File: src/rtl/odesa_pattern_gen.sv
// Spike-pattern sequencer for the ODESA level-1 inputs: two-half channel sweeps
// with a supervised label on the final spike, repeated a configurable number of times.
module odesa_pattern_gen #(
  parameter int p_channels = 8,
  parameter int p_label_w  = 4,
  parameter int p_cnt_w    = 16,
  parameter int p_rep_w    = 10
) (
  input  logic                  i_clk_l1,
  input  logic                  i_rst,
  input  logic                  i_start,
  input  logic                  i_stop,
  input  logic [1:0]            i_mode,
  input  logic [p_label_w-1:0]  i_label,
  input  logic [p_cnt_w-1:0]    i_spl,
  input  logic [p_cnt_w-1:0]    i_dlt,
  input  logic [p_cnt_w-1:0]    i_delay,
  input  logic [p_cnt_w-1:0]    i_wait,
  input  logic [p_rep_w-1:0]    i_reps,
  output logic [p_channels-1:0] o_event,
  output logic [p_label_w-1:0]  o_label,
  output logic                  o_busy,
  output logic                  o_done,
  output logic [p_rep_w-1:0]    o_pattern_cnt
);

  // state    | meaning
  // st_idle  | waiting for i_start, outputs quiet
  // st_spike | one-hot event on current channel for max(spl,1) cycles
  // st_gap   | silence between spikes of the same half (dlt cycles)
  // st_delay | silence between the two halves
  // st_label | label held after the final spike, no event
  // st_wait  | silence after the label before the next pattern
  typedef enum logic [2:0] {
    st_idle, st_spike, st_gap, st_delay, st_label, st_wait
  } state_t;

  localparam int ch_w = (p_channels > 1) ? $clog2(p_channels) : 1;
  localparam logic [ch_w-1:0] ch_hi = ch_w'(p_channels - 1);

  state_t               state;
  logic [p_cnt_w-1:0]   timer;
  logic [ch_w-1:0]      ch;
  logic                 half;
  logic [1:0]           mode_q;
  logic [p_label_w-1:0] label_q;
  logic [p_cnt_w-1:0]   spike_ld;
  logic [p_cnt_w-1:0]   dlt_q;
  logic [p_cnt_w-1:0]   delay_q;
  logic [p_cnt_w-1:0]   wait_q;
  logic [p_rep_w-1:0]   reps_q;

  logic                 dir;
  logic [ch_w-1:0]      ch_last;
  logic [ch_w-1:0]      ch_step;
  logic [ch_w-1:0]      ch_first_h0;
  logic [ch_w-1:0]      ch_first_h1;
  logic [ch_w-1:0]      ch_first_start;
  logic                 is_last;
  logic [p_rep_w-1:0]   cnt_inc;
  logic                 run_end;
  logic                 pattern_end;

  function automatic logic [p_channels-1:0] onehot(input logic [ch_w-1:0] c);
    return {{(p_channels-1){1'b0}}, 1'b1} << c;
  endfunction

  always_comb begin
    dir            = half ? mode_q[1] : mode_q[0];
    ch_last        = dir ? '0 : ch_hi;
    ch_step        = dir ? ch - 1'b1 : ch + 1'b1;
    is_last        = (ch == ch_last);
    ch_first_h0    = mode_q[0] ? ch_hi : '0;
    ch_first_h1    = mode_q[1] ? ch_hi : '0;
    ch_first_start = i_mode[0] ? ch_hi : '0;
    cnt_inc        = o_pattern_cnt + 1'b1;
    run_end        = (reps_q != '0) && (cnt_inc == reps_q);
    pattern_end    = (timer == '0) &&
                     ((state == st_wait) || ((state == st_label) && (wait_q == '0)));
  end

  always_ff @(posedge i_clk_l1) begin
    o_done <= 1'b0;
    if (i_rst) begin
      state         <= st_idle;
      timer         <= '0;
      ch            <= '0;
      half          <= 1'b0;
      mode_q        <= '0;
      label_q       <= '0;
      spike_ld      <= '0;
      dlt_q         <= '0;
      delay_q       <= '0;
      wait_q        <= '0;
      reps_q        <= '0;
      o_event       <= '0;
      o_label       <= '0;
      o_busy        <= 1'b0;
      o_pattern_cnt <= '0;
    end else if (i_stop) begin
      state   <= st_idle;
      timer   <= '0;
      o_event <= '0;
      o_label <= '0;
      o_busy  <= 1'b0;
    end else begin
      case (state)
        st_idle: begin
          if (i_start) begin
            mode_q        <= i_mode;
            label_q       <= i_label;
            spike_ld      <= (i_spl == '0) ? '0 : i_spl - 1'b1;
            timer         <= (i_spl == '0) ? '0 : i_spl - 1'b1;
            dlt_q         <= i_dlt;
            delay_q       <= i_delay;
            wait_q        <= i_wait;
            reps_q        <= i_reps;
            ch            <= ch_first_start;
            half          <= 1'b0;
            o_event       <= onehot(ch_first_start);
            o_label       <= '0;
            o_busy        <= 1'b1;
            o_pattern_cnt <= '0;
            state         <= st_spike;
          end
        end
        st_spike: begin
          if (timer != '0) begin
            timer <= timer - 1'b1;
          end else if (is_last && !half) begin
            half <= 1'b1;
            ch   <= ch_first_h1;
            if (delay_q != '0) begin
              state   <= st_delay;
              timer   <= delay_q - 1'b1;
              o_event <= '0;
            end else begin
              timer   <= spike_ld;
              o_event <= onehot(ch_first_h1);
            end
          end else if (is_last) begin
            state   <= st_label;
            timer   <= spike_ld;
            o_event <= '0;
          end else begin
            ch <= ch_step;
            if (dlt_q != '0) begin
              state   <= st_gap;
              timer   <= dlt_q - 1'b1;
              o_event <= '0;
            end else begin
              timer   <= spike_ld;
              o_event <= onehot(ch_step);
              if (half && (ch_step == ch_last)) o_label <= label_q;
            end
          end
        end
        // ch was already advanced when the gap was entered
        st_gap: begin
          if (timer != '0) begin
            timer <= timer - 1'b1;
          end else begin
            state   <= st_spike;
            timer   <= spike_ld;
            o_event <= onehot(ch);
            if (half && is_last) o_label <= label_q;
          end
        end
        st_delay: begin
          if (timer != '0) begin
            timer <= timer - 1'b1;
          end else begin
            state   <= st_spike;
            timer   <= spike_ld;
            o_event <= onehot(ch);
          end
        end
        st_label: begin
          if (timer != '0) begin
            timer <= timer - 1'b1;
          end else begin
            o_label <= '0;
            if (wait_q != '0) begin
              state <= st_wait;
              timer <= wait_q - 1'b1;
            end
          end
        end
        st_wait: begin
          if (timer != '0) timer <= timer - 1'b1;
        end
        default: begin
          state   <= st_idle;
          o_event <= '0;
          o_label <= '0;
          o_busy  <= 1'b0;
        end
      endcase

      // Shared exit from LABEL (zero wait) and WAIT; overrides the case above.
      if (pattern_end) begin
        o_pattern_cnt <= cnt_inc;
        if (run_end) begin
          state  <= st_idle;
          timer  <= '0;
          o_busy <= 1'b0;
          o_done <= 1'b1;
        end else begin
          state   <= st_spike;
          half    <= 1'b0;
          ch      <= ch_first_h0;
          timer   <= spike_ld;
          o_event <= onehot(ch_first_h0);
        end
      end
    end
  end

endmodule

File: config.mk
export PLATFORM = sky130hd
export DESIGN_NAME = odesa_pattern_gen
export DESIGN_NICKNAME = d
export VERILOG_FILES = /design/src/rtl/odesa_pattern_gen.sv
export SDC_FILE = /design/constraint.sdc
export NUM_CORES = 1
export LEC_CHECK = 0
export BUFFER_PORTS_ARGS = -buffer_cell sky130_fd_sc_hd__buf_2
export CAP_MARGIN = 20
export CORE_MARGIN = 2
export CORE_UTILIZATION = 53
export DETAILED_ROUTE_END_ITERATION = 8
export GPL_ROUTABILITY_DRIVEN = 0
export PLACE_DENSITY = 0.86
export SLEW_MARGIN = 10
export SYNTH_ARGS = -nofsm -noshare
export SYNTH_HDL_FRONTEND = slang
export SYNTH_SLANG_ARGS = --single-unit
export TNS_END_PERCENT = 5
File: constraint.sdc
create_clock -name i_clk_l1 -period 3.2 [get_ports i_clk_l1]
set_input_delay 0.32 -clock i_clk_l1 [delete_from_list [all_inputs] [get_ports i_clk_l1]]
set_output_delay 0.32 -clock i_clk_l1 [all_outputs]
set_load 0.02 [all_outputs]
After elaboration in Yosys (flattened, before gate mapping)
Index checks and enable logic that the tools add are counted.

Flip-flop bits (word level): 127. Input bits: 84. Logic and storage cells: 163.

Add/sub/neg operators: 8. Equal/unequal tests: 27. Shift operators: 5. Muxes and demuxes: 73. Bitwise gates (word level): 3. Reductions and logical operators: 31.

Operators by type and width (number): 16-bit two-way mux (13); 16-bit case mux with 5 select lines (1); 16-bit by 1-bit subtractor with 16-bit output, second input constant (5); 8-bit two-way mux (9); 16-bit nonzero test (4); 3-bit two-way mux (21); 16-bit zero test (3); 1-bit by 3-bit << shifter with 8-bit output, first input constant (5); 4-bit two-way mux (9); 8-bit case mux with 4 select lines (1); 10-bit two-way mux (3); 2-bit inequality test, second input constant (10); 4-bit case mux with 5 select lines (1); 3-bit case mux with 5 select lines (1); 3-bit inequality test, second input constant (4); 1-bit two-way mux (11); 10-bit by 1-bit adder with 10-bit output, second input constant (1); 10-bit == test (1); 10-bit AND reduction (1); 10-bit nonzero test (1); 8-bit AND reduction (1); 2-bit OR reduction (4); 3-bit by 2-bit == test with 1-bit output, second input constant (2); 3-bit == test (2); other kinds (21) (33).

Longest topological paths before layout
Word-level depth: 10. Mapped depth: 11. Depth with buffers taken out: 9.

Least setup slack after synthesis
Ideal clock, no wire load.

Path type: reg-to-reg. Start: register half. End: register timer[0]. Library setup time: 0.119 ns. Data arrival time: 2.854 ns. Setup slack: 0.227 ns. Cell stages (with the launch flop): 10. Period minus slack after synthesis: 2.973 ns. Path through: dfxtp_1 mux2_2 ha_1 or3b_2 mux2i_1 nor3_1 o21ai_0 nor4_1 o21a_1 o221a_2.

Longest elaborated chain between the ends: 8. Elaborated cells on any way between the ends: 10. Those cells by class: eq/ne (1); mux (7); reduce/logical (2).

Ends and longest elaborated chain: start: declaration (RTL line 44) `logic half;`; start signal: assignment (RTL line 88) `half <= 1'b0;`; start signal: assignment (RTL line 119) `half <= 1'b0;`; start signal: assignment (RTL line 131) `half <= 1'b1;`; 1-bit two-way mux (RTL line 69) `dir = half ? mode_q[1] : mode_q[0];`; 3-bit two-way mux (RTL line 70) `ch_last = dir ? '0 : ch_hi;`; 3-bit == test (RTL line 72) `is_last = (ch == ch_last);`; 16-bit two-way mux or 1-bit logical AND (tied branches) (RTL line 141, 130); 16-bit two-way mux (*) (RTL line 130) `end else if (is_last && !half) begin`; 16-bit two-way mux (*) (RTL line 128) `if (timer != '0) begin`; 16-bit case mux with 5 select lines (*) (RTL line 107) `case (state)`; 16-bit two-way mux (*) (RTL line 201) `if (pattern_end) begin`; end signal: assignment (RTL line 113) `timer <= (i_spl == '0) ? '0 : i_spl - 1'b1;`; end signal: assignment (RTL line 129) `timer <= timer - 1'b1;`; end signal: assignment (RTL line 135) `timer <= delay_q - 1'b1;`; end: declaration (RTL line 42) `logic [p_cnt_w-1:0] timer;`.

Every way passes the cells marked *; elsewhere a longest branch is shown, timed or not. A chain may end at the register's enable or synchronous reset.

Final worst setup path
Same ends and word-level chain as after synthesis.

==> metrics.csv <==
metric,value,unit
worst r2r dst,timer[0]$_SDFFE_PP0P_,
Worst R2R Setup Slack,80,ps
Multi-input gate area,5500,um2
Max-Cap Viols,0,
number of antenna-violating nets in the routed design,0,
post-synth top area cell,dfxtp_1,
area of the core,15700,um2
P&R area growth vs syn,16.8,%
# nets final,1328,
Sinks on Clock Net,127,
Pre-antenna DRT Iters,8,
Finished Cell Area,9850,um2
post-synth cell types,86,
FF-to-FF Start,half$_SDFFE_PP0N_,
top cell type's share of synthesized area,0.301,
Avg Vias per Cell,6.45,
final std cells w/o fill,1454,
Reg2Reg Depth,9,
Placement Rows,46,
CP Capture Type,flop,
CP startpoint,half$_SDFFE_PP0N_,
synth warn,0,
vias in the first global route,8652,
worst vdd ir,0.418,mV
initial drt markers,1374,
Post-CTS Setup Bufs,0,
FMAX,321,MHz
Die Footprint,16900,um2
Rel. slew slack,0.475,
PwrDens,522,nW/um2
Tcrit/Tclk final,0.975,
Die X-Extent,130,um
"Clk pin slew, worst setup/hold paths",60,ps
syn_area_per_cell,7.44,um2
"delay-heaviest family, CP",multiplexers,
clk_lat worst skew,430,ps
first-pass GRT wire length,44200,um
worst hold path class,in -> reg,
largest net degree at the start of global routing,69,
hpwl dp,19500,um
cell area after synthesis,8440,um2
via count,9373,
All-Layer GR Usage,0.335,
Routed WL,27800,um
ant diodes,0,
Placed Cells,1423,
number of fill cells in the layout,1341,
total grt overflow,0,
asr flop ratio synth,0,
critical path arrival,3450,ps
CTS tree,yes,
initial antenna violation count,0,
DRC viols,0,
RSZ-0062 raised after global routing,yes,
clock buffer depth,2,
Synth Net Count,1236,
"EDFF count, synth",0,
status,"finished, final reports clean",
layout cells sized above 1,0.176,
crit path to,timer[0]$_SDFFE_PP0P_,
synth top area cells,"dfxtp_1 (30%), nand2_1 (9.2%), a21oi_1 (7.5%)",
root buffer cell,clkbuf_16,
Final min period,3120,ps
Post-Syn Instances,1134,
startpoint types,flop,
Fin. Hold Viols,0,
Setup TNS Final,0,ps
sequential element share of the synthesized area,0.301,
Initial Utilization,0.537,
crit-path max cell delay,450,ps
final slew viol count,0,
predominant post-synthesis flop cell,dfxtp_1,
port bufs,107,
Hold Path Stages,3,
clock buffer count from CTS,17,
#FFs+latches synth,127,
H-tree Lvls,4,
Slew @ Worst Pin,783,ps
Crit path depth,9,
Register Area,2540,um2
slowest CP cell,dfxtp_1,
Pleak,3.74,nW
Setup CP Type,reg -> reg,
drt wl/cell,19.1,um
CP required,3530,ps
placed cell areas,9260,um2
fin worst setup slack,80.0,ps
I/O pin cnt,108,
worst-path fanout max,7,
"Setup violations, final",0,
Final Skew,10.6,ps
CTS Hold Bufs,0,
Hold WS,119,ps
critical-path cell list,mux2_2 > ha_1 > or3b_2 > mux2i_2 > nor3_1 > o21ai_1 > nor4_1 > o21a_1 > o221a_2,
Die Ht,130,um
dpl ws,-0.153,ps
WP buf/inv,0,
sequential cells by signal (all words and copies together) (netlist names), 8 cells and up:
name	count
o_event	8
reps_q	10
spike_ld	16
timer	16
wait_q	16
o_pattern_cnt	10
dlt_q	16
delay_q	16
where the power goes:
group          switching, mW  total [mW]  internal (mW)  leakage (nW)
clock network          0.790        1.94           1.15         0.271
registers              0.137        1.81           1.67          1.04
logic                  0.863        1.39          0.531          2.43
cells in the mapped netlist, types with 4 or more instances:
cell	instances
nand2_1	207
a21oi_1	127
dfxtp_1	127
nor2_1	81
clkbuf_1	53
o21ai_0	51
xnor2_1	41
nor3_1	35
nand3_1	29
inv_1	27
xor2_1	27
or3_1	20
a31oi_1	18
ha_1	17
nand4_1	16
nand2b_1	14
nor4_1	13
o22ai_1	12
a211oi_1	11
a22oi_1	11
buf_2	11
mux2i_1	10
o211ai_1	10
and2_1	8
nor2b_1	7
nor3b_1	7
o221ai_1	7
a221oi_1	6
a22o_1	6
and3_1	6
or4_1	6
nand3b_1	5
o31a_1	5
o31ai_1	5
nand4b_1	4
nor4_2	4
nor4_4	4
o221a_2	4
cells in the final DEF (no fill, tap or decap), drive strengths merged, types with 10 or more instances in the layout:
cell and instances:
mux2i 10, inv 32, o22ai 12, xor2 27, nor4 21, or3 20
nand2b 15, o211ai 10, o21ai 54, a22oi 11, clkbuf 17, nand2 207
xnor2 41, nor3 39, nand3 29, a211oi 11, nand4 17, nor2 83
buf 145, a31oi 19, dfxtp 127, a21oi 127, ha 17
final cells by class:
| type | instances | area share |
|---|---|---|
| clock inverters | 14 | 0.0160 |
| flip-flops and latches | 127 | 0.258 |
| inverters | 27 | 0.0103 |
| multi-input cells | 908 | 0.558 |
| clock buffers | 17 | 0.0432 |
| well taps | 216 | 0.0274 |
| repair buffers | 145 | 0.0871 |
through the flow:
stage	total power, mW	util
after floorplan	2.72	-
after global placement	3.11	0.589
after detailed placement	3.15	0.589
after CTS	5.08	0.627
after global routing	5.35	0.627
final	5.14	0.627
logic make-up (layout without fill, tap and decap cells):
group / Yosys count / in the layout / share of synthesized area
flops: 127 / 127 / 0.301
fa+ha+maj: 18 / 18 / 0.0276
simple gates: 491 / 491 / 0.293
xor+xnor: 68 / 68 / 0.0706
mux: 11 / 11 / 0.0132
buf+inv: 99 / 203 / 0.0497
compound gates: 320 / 320 / 0.245
worst min path at each step:
stage                                  from                 endpoint
finish                            i_wait[2]   wait_q[2]$_SDFFE_PP0P_
global route                      i_reps[8]   reps_q[8]$_SDFFE_PP0P_
CTS                              i_wait[13]  wait_q[13]$_SDFFE_PP0P_
detailed placement  o_label[3]$_SDFFE_PP0P_  o_label[3]$_SDFFE_PP0P_
global placement    label_q[0]$_SDFFE_PP0P_  o_label[0]$_SDFFE_PP0P_
floorplan           label_q[0]$_SDFFE_PP0P_  o_label[0]$_SDFFE_PP0P_
metal layers:
| layer | part of all wire | global-route usage |
|---|---|---|
| met1 | 0.37 | 0.416 |
| met4 | 0.066 | 0.193 |
| met2 | 0.43 | 0.509 |
| met3 | 0.13 | 0.112 |
| met5 | 0 | 0 |
worst reg2reg max path, cell delays in order, from the launching register on:
cell and delay [ps]:
dfxtp_1 450, mux2_2 440, ha_1 320, or3b_2 450, mux2i_2 360, nor3_1 190, o21ai_1 290, nor4_1 110
o21a_1 200, o221a_2 220
what timing repair did:
action / 4_1_cts / 5_1_grt
cloned: 0 / 0
resized for setup: 1 / 5
endpoints found under the setup margin: 1 / 6
hold endpoints to repair: 0 / 0
pin swaps: 0 / 0
No activity file was read; power rests on OpenSTA's default activity.
